## src/rtl/async_fifo_wr_arb.sv

```systemverilog
// =============================================================================
// Module   : async_fifo_wr_arb
// Purpose  : Round-robin, burst-limited arbiter that shares the async FIFO
//            write port among NREQ valid/ready requesters (wclk domain).
// Option   : ASYNC_FIFO_WR_ARB_STATS_EN adds stall_cnt / beat_total counters.
// Revision : 1.0 - initial release
// =============================================================================
`default_nettype none

module async_fifo_wr_arb #(
  parameter int DSIZE     = 8,
  parameter int NREQ      = 4,
  parameter int MAX_BURST = 4
) (
  input  logic                     wclk,
  input  logic                     wrst,
  input  logic [NREQ-1:0]          req_valid,
  input  logic [NREQ*DSIZE-1:0]    req_data,
  output logic [NREQ-1:0]          req_ready,
  output logic [DSIZE-1:0]         wdata,
  output logic                     winc,
  input  logic                     wfull,
  output logic [NREQ-1:0]          grant,
  output logic [$clog2(NREQ)-1:0]  grant_id
`ifdef ASYNC_FIFO_WR_ARB_STATS_EN
  ,
  output logic [15:0]              stall_cnt,
  output logic [15:0]              beat_total
`endif
);

  localparam int IDW = $clog2(NREQ);
  localparam int CW  = $clog2(MAX_BURST + 1);

  typedef enum logic [0:0] {
    IDLE  = 1'b0,
    BURST = 1'b1
  } state_t;

  state_t          state, state_nxt;
  logic [IDW-1:0]  gid, gid_nxt;
  logic [IDW-1:0]  last_grant, last_nxt;
  logic [IDW-1:0]  pick, idx;
  logic            found;
  logic [CW-1:0]   beat_cnt, beat_nxt;
  logic            in_burst;
  logic            cur_valid;

  // First valid requester searching upward from the one after last_grant.
  always_comb begin
    pick  = '0;
    idx   = '0;
    found = 1'b0;
    for (int k = 1; k <= NREQ; k++) begin
      idx = IDW'((int'(last_grant) + k) % NREQ);
      if (!found && req_valid[idx]) begin
        found = 1'b1;
        pick  = idx;
      end
    end
  end

  assign in_burst  = (state == BURST);
  assign cur_valid = req_valid[gid];
  assign winc      = in_burst && cur_valid && !wfull;
  assign wdata     = in_burst ? req_data[int'(gid)*DSIZE +: DSIZE] : '0;
  assign req_ready = (in_burst && !wfull) ? (NREQ'(1) << gid) : '0;
  assign grant     = in_burst ? (NREQ'(1) << gid) : '0;
  assign grant_id  = gid;

  always_comb begin
    state_nxt = state;
    gid_nxt   = gid;
    last_nxt  = last_grant;
    beat_nxt  = beat_cnt;
    case (state)
      IDLE: begin
        if (found) begin
          state_nxt = BURST;
          gid_nxt   = pick;
          beat_nxt  = '0;
        end
      end
      BURST: begin
        // A yield or the final permitted beat ends the burst; stalls never do.
        if (!cur_valid || (winc && beat_cnt == CW'(MAX_BURST - 1))) begin
          state_nxt = IDLE;
          last_nxt  = gid;
          gid_nxt   = '0;
          beat_nxt  = '0;
        end else if (winc) begin
          beat_nxt = beat_cnt + 1'b1;
        end
      end
      default: state_nxt = IDLE;
    endcase
  end

  always_ff @(posedge wclk) begin
    if (wrst) begin
      state      <= IDLE;
      gid        <= '0;
      last_grant <= IDW'(NREQ - 1);
      beat_cnt   <= '0;
    end else begin
      state      <= state_nxt;
      gid        <= gid_nxt;
      last_grant <= last_nxt;
      beat_cnt   <= beat_nxt;
    end
  end

`ifdef ASYNC_FIFO_WR_ARB_STATS_EN
  always_ff @(posedge wclk) begin
    if (wrst) begin
      stall_cnt  <= '0;
      beat_total <= '0;
    end else begin
      if (in_burst && cur_valid && wfull && stall_cnt != 16'hFFFF)
        stall_cnt <= stall_cnt + 16'd1;
      if (winc)
        beat_total <= beat_total + 16'd1;
    end
  end
`endif

  always_ff @(posedge wclk) begin
    if (!wrst)
      assert (!(winc && wfull));
  end

endmodule

`default_nettype wire

```

## config.mk

```make
export PLATFORM = sky130hd
export DESIGN_NAME = async_fifo_wr_arb
export DESIGN_NICKNAME = d
export VERILOG_FILES = /design/src/rtl/async_fifo_wr_arb.sv
export SDC_FILE = /design/constraint.sdc
export NUM_CORES = 1
export LEC_CHECK = 0
export ABC_AREA = 1
export CAP_MARGIN = 10
export CORE_UTILIZATION = 28
export CTS_BUF_LIST = sky130_fd_sc_hd__clkbuf_4
export CTS_CLUSTER_DIAMETER = 30
export DETAILED_ROUTE_END_ITERATION = 10
export PLACE_DENSITY = 0.65
export SYNTH_ARGS = -nofsm -noshare
export SYNTH_HDL_FRONTEND = slang
export SYNTH_SLANG_ARGS = --single-unit
```

## constraint.sdc

```tcl
create_clock -name wclk -period 1.4 [get_ports wclk]
set_input_delay 0.28 -clock wclk [delete_from_list [all_inputs] [get_ports wclk]]
set_output_delay 0.28 -clock wclk [all_outputs]
set_load 0.05 [all_outputs]
```

==> impl_metrics.yaml <==
global_routing:
  grt_first_pass_wirelength_mm: 6.54
  track_usage_pct: 24.6
  grt_overflow: 0
  antenna_found_initial: 0
  grt_max_degree: 10
  grt_pass1_vias: 1542
final_layout:
  fin_util_pct: 82.1
  diodes: 0
  fin_nets: 295
  final_cell_mix: "33 x clkdlybuf4s50_1, 30 x buf_4, 26 x nand2_1"
  layout-drive-gt1-share_pct: 60.5
  final_common_cell: "clkdlybuf4s50_1"
  area_growth_pct: 177
routing:
  drc: 0
  wl_per_cell_um: 16.1
  dr_wl_met3_um: 329
  final_antenna_net_count: 0
  met1_length_mm: 1.75
  vias_per_cell: 5.08
  drtIter0Drc: 65
  dr.max_layer_used: "met4"
  wl_met2_mm: 2.57
  routed_wl_mm: 4.78
  drtPass1Iterations: 4
  via_count: 1508
setup_path:
  r2r-end: "beat_cnt[0]$_SDFFE_PP0P_"
  r2r_start: "last_grant[0]$_SDFFE_PP1P_"
  critPathLaunch: "grant_id[0]$_SDFFE_PP0P_"
  rr_worst_depth: 11
  crit_path_start_kind: "flip-flop"
  rrSetupSlack_ns: -0.25
  crit_required_ns: 1.12
  arrival_ns: 1.44
  crit_fanout: 6
  worst-setup-path-type: "flip-flop to output pin"
  critPathCaptureType: "output pin"
sta:
  final_hold_viol_count: 0
  relSlewSlack_pct: 79.6
  rsz0062_at_grt: "yes"
  finalSetupViolations: 23
  worst_pin_slew_ns: 0.305
  slew_violations: 0
  fin_skew_ns: 0.0133
  max_freq_mhz: 580
  tns_ns: -5.61
  finalCritPeriodShare_pct: 123
  fin_ws_ns: -0.324
  period_minus_slack_ns: 1.72
hold_path:
  hold_path.startpoint: "beat_cnt[2]$_SDFFE_PP0P_"
  min_delay_worst_endpoint: "beat_cnt[2]$_SDFFE_PP0P_"
  holdPathStages: 2
  worstHoldPathType: "flip-flop to flip-flop"
run:
  cap_viol_max_count: 0
logic_synthesis:
  yosysTopAreaCellShare_pct: 17.5
  ys_seq_elements: 8
  synth_top_family_by_area: "simple AND/OR/NAND/NOR gates"
  synth_warnings: 0
  synth_xor_area_share_pct: 0
  syn_nets: 195
  yosys.area.top_type: "dfxtp_1"
  synth_compound_area_share_pct: 25.3
  avgSynthCellArea_sq_um: 5.93
  netlist_area_sq_um: 913
  ys_seq_area_share_pct: 17.5
  yosysUniqueCellTypes: 22
  synth_mux_area_share_pct: 0
  synth_ff_type: "dfxtp_1"
  synth_area_leaders: "dfxtp_1 18%, nand2_1 16%, a22oi_1 13%"
  syn_inst: 154
  synth_edf_count: 0
  asyncSetResetFlopFracSynth_pct: 0
  yosys.area_share.adder_pct: 2.74
  synth-simple-area-share_pct: 44.4
clock_network:
  cts_tree: "built"
  cts_root_buffer: "clkbuf_4"
  cts_buffers: 3
  hold_buffers: 0
  path_clk_slew_ns: 0.07
  clock-sinks: 8
  insertion_delay_ns: 0.27
  clockBufferDepth: 2
  h-tree-depth: 1
run_status:
  failed_checks: "negative setup slack"
  status: "finished, violations left"
placement:
  pre_cts_ws_ns: -0.502
  hpwl_mm: 3.16
  port_buffers: 57
  gp_congestion: 0.832
power:
  leakage_nw: 1.06
  p_per_area_nw_per_um2: 1880
  vdd_ir_drop_max_v: 0.00120
floorplanning:
  die-area_sq_um: 3490
  die_h_um: 59.1
  core.rowCount: 20
  die_w_um: 59.1
  coreArea_sq_um: 3080
  io_pins: 58
  floorplan.initialDensity_pct: 29.7
## per-layer routing
layer	global-route usage, %	vias up
met5	0	-
met4	11.2	0
met3	4.59	17
met2	48.9	71
met1	24.1	705
li1	-	715
## cell usage after synthesis, types with 2 or more instances
cell type	n
nand2_1	40
nor2_2	2
o21ai_1	3
a21oi_1	11
nand3_1	10
clkinv_2	2
ha_1	2
dfxtp_1	8
inv_2	4
inv_1	13
o211ai_1	2
a22oi_1	16
o21ai_0	2
nor2_4	2
nand2_2	10
nor2_1	21
## area by class of cell
| cell class | count | area [sq um] |
|---|---|---|
| Timing Repair Buffer | 97 | 1120 |
| Multi-Input combinational cell | 124 | 1040 |
| Fill cell | 190 | 551 |
| Sequential cell | 8 | 176 |
| Inverter | 20 | 105 |
| Tap cell | 44 | 55.1 |
| Clock buffer | 4 | 30.0 |
## critical path, stage by stage, from the launching register on
cell     delay, ns
dfxtp_4       0.43
nor2_4        0.07
buf_12        0.13
a22oi_1       0.28
a21oi_4       0.11
buf_12        0.16
## power breakdown
group | switching, mW | internal [mW] | total [mW]
Sequential | 0.143 | 0.330 | 0.473
Combinational | 2.17 | 1.88 | 4.04
Clock | 0.0954 | 0.129 | 0.225
## cells by family after synthesis
kind of cell,count (synthesis)
AND/OR/NAND/NOR,87
AO/OA/AOI/OAI,35
buffers and inverters,22
flip-flops,8
adder cells (fa/ha/maj),2
## how the worst max path moves through the flow
stage,end,slack [ns],depth (start not counted)
2_1_floorplan,winc,-0.12,6
3_3_place_gp,beat_cnt[1]$_SDFFE_PP0P_,-0.41,11
3_5_place_dp,beat_cnt[2]$_SDFFE_PP0P_,-0.50,11
4_1_cts,wdata[3],-0.32,6
5_1_grt,wdata[0],-0.39,6
6_report,wdata[3],-0.32,5
## per-stage QoR
stage	instance area (sq um)	power [mW]	hold WS (ns)	cells
global placement	2150	3.61	0.479	280
detailed placement	2150	3.71	0.501	280
global route	2530	4.98	0.567	297
floorplan	1110	2.24	0.339	154
finish	2530	4.74	0.551	297
CTS	2370	4.29	0.513	291
## repair_timing
| action | 4_1_cts | 5_1_grt |
|---|---|---|
| pin swaps | 16 | 28 |
| cloned | 0 | 0 |
| endpoints found under the setup margin | 23 | 23 |
| gates resized for setup | 45 | 32 |
| setup buffers | 7 | 8 |
## state kept, by name, summed over array words and instances (netlist names)
signal      flops
beat_cnt        3
grant_id        2
in_burst        1
last_grant      2
Note: power is estimated with default switching activity, not from simulation.
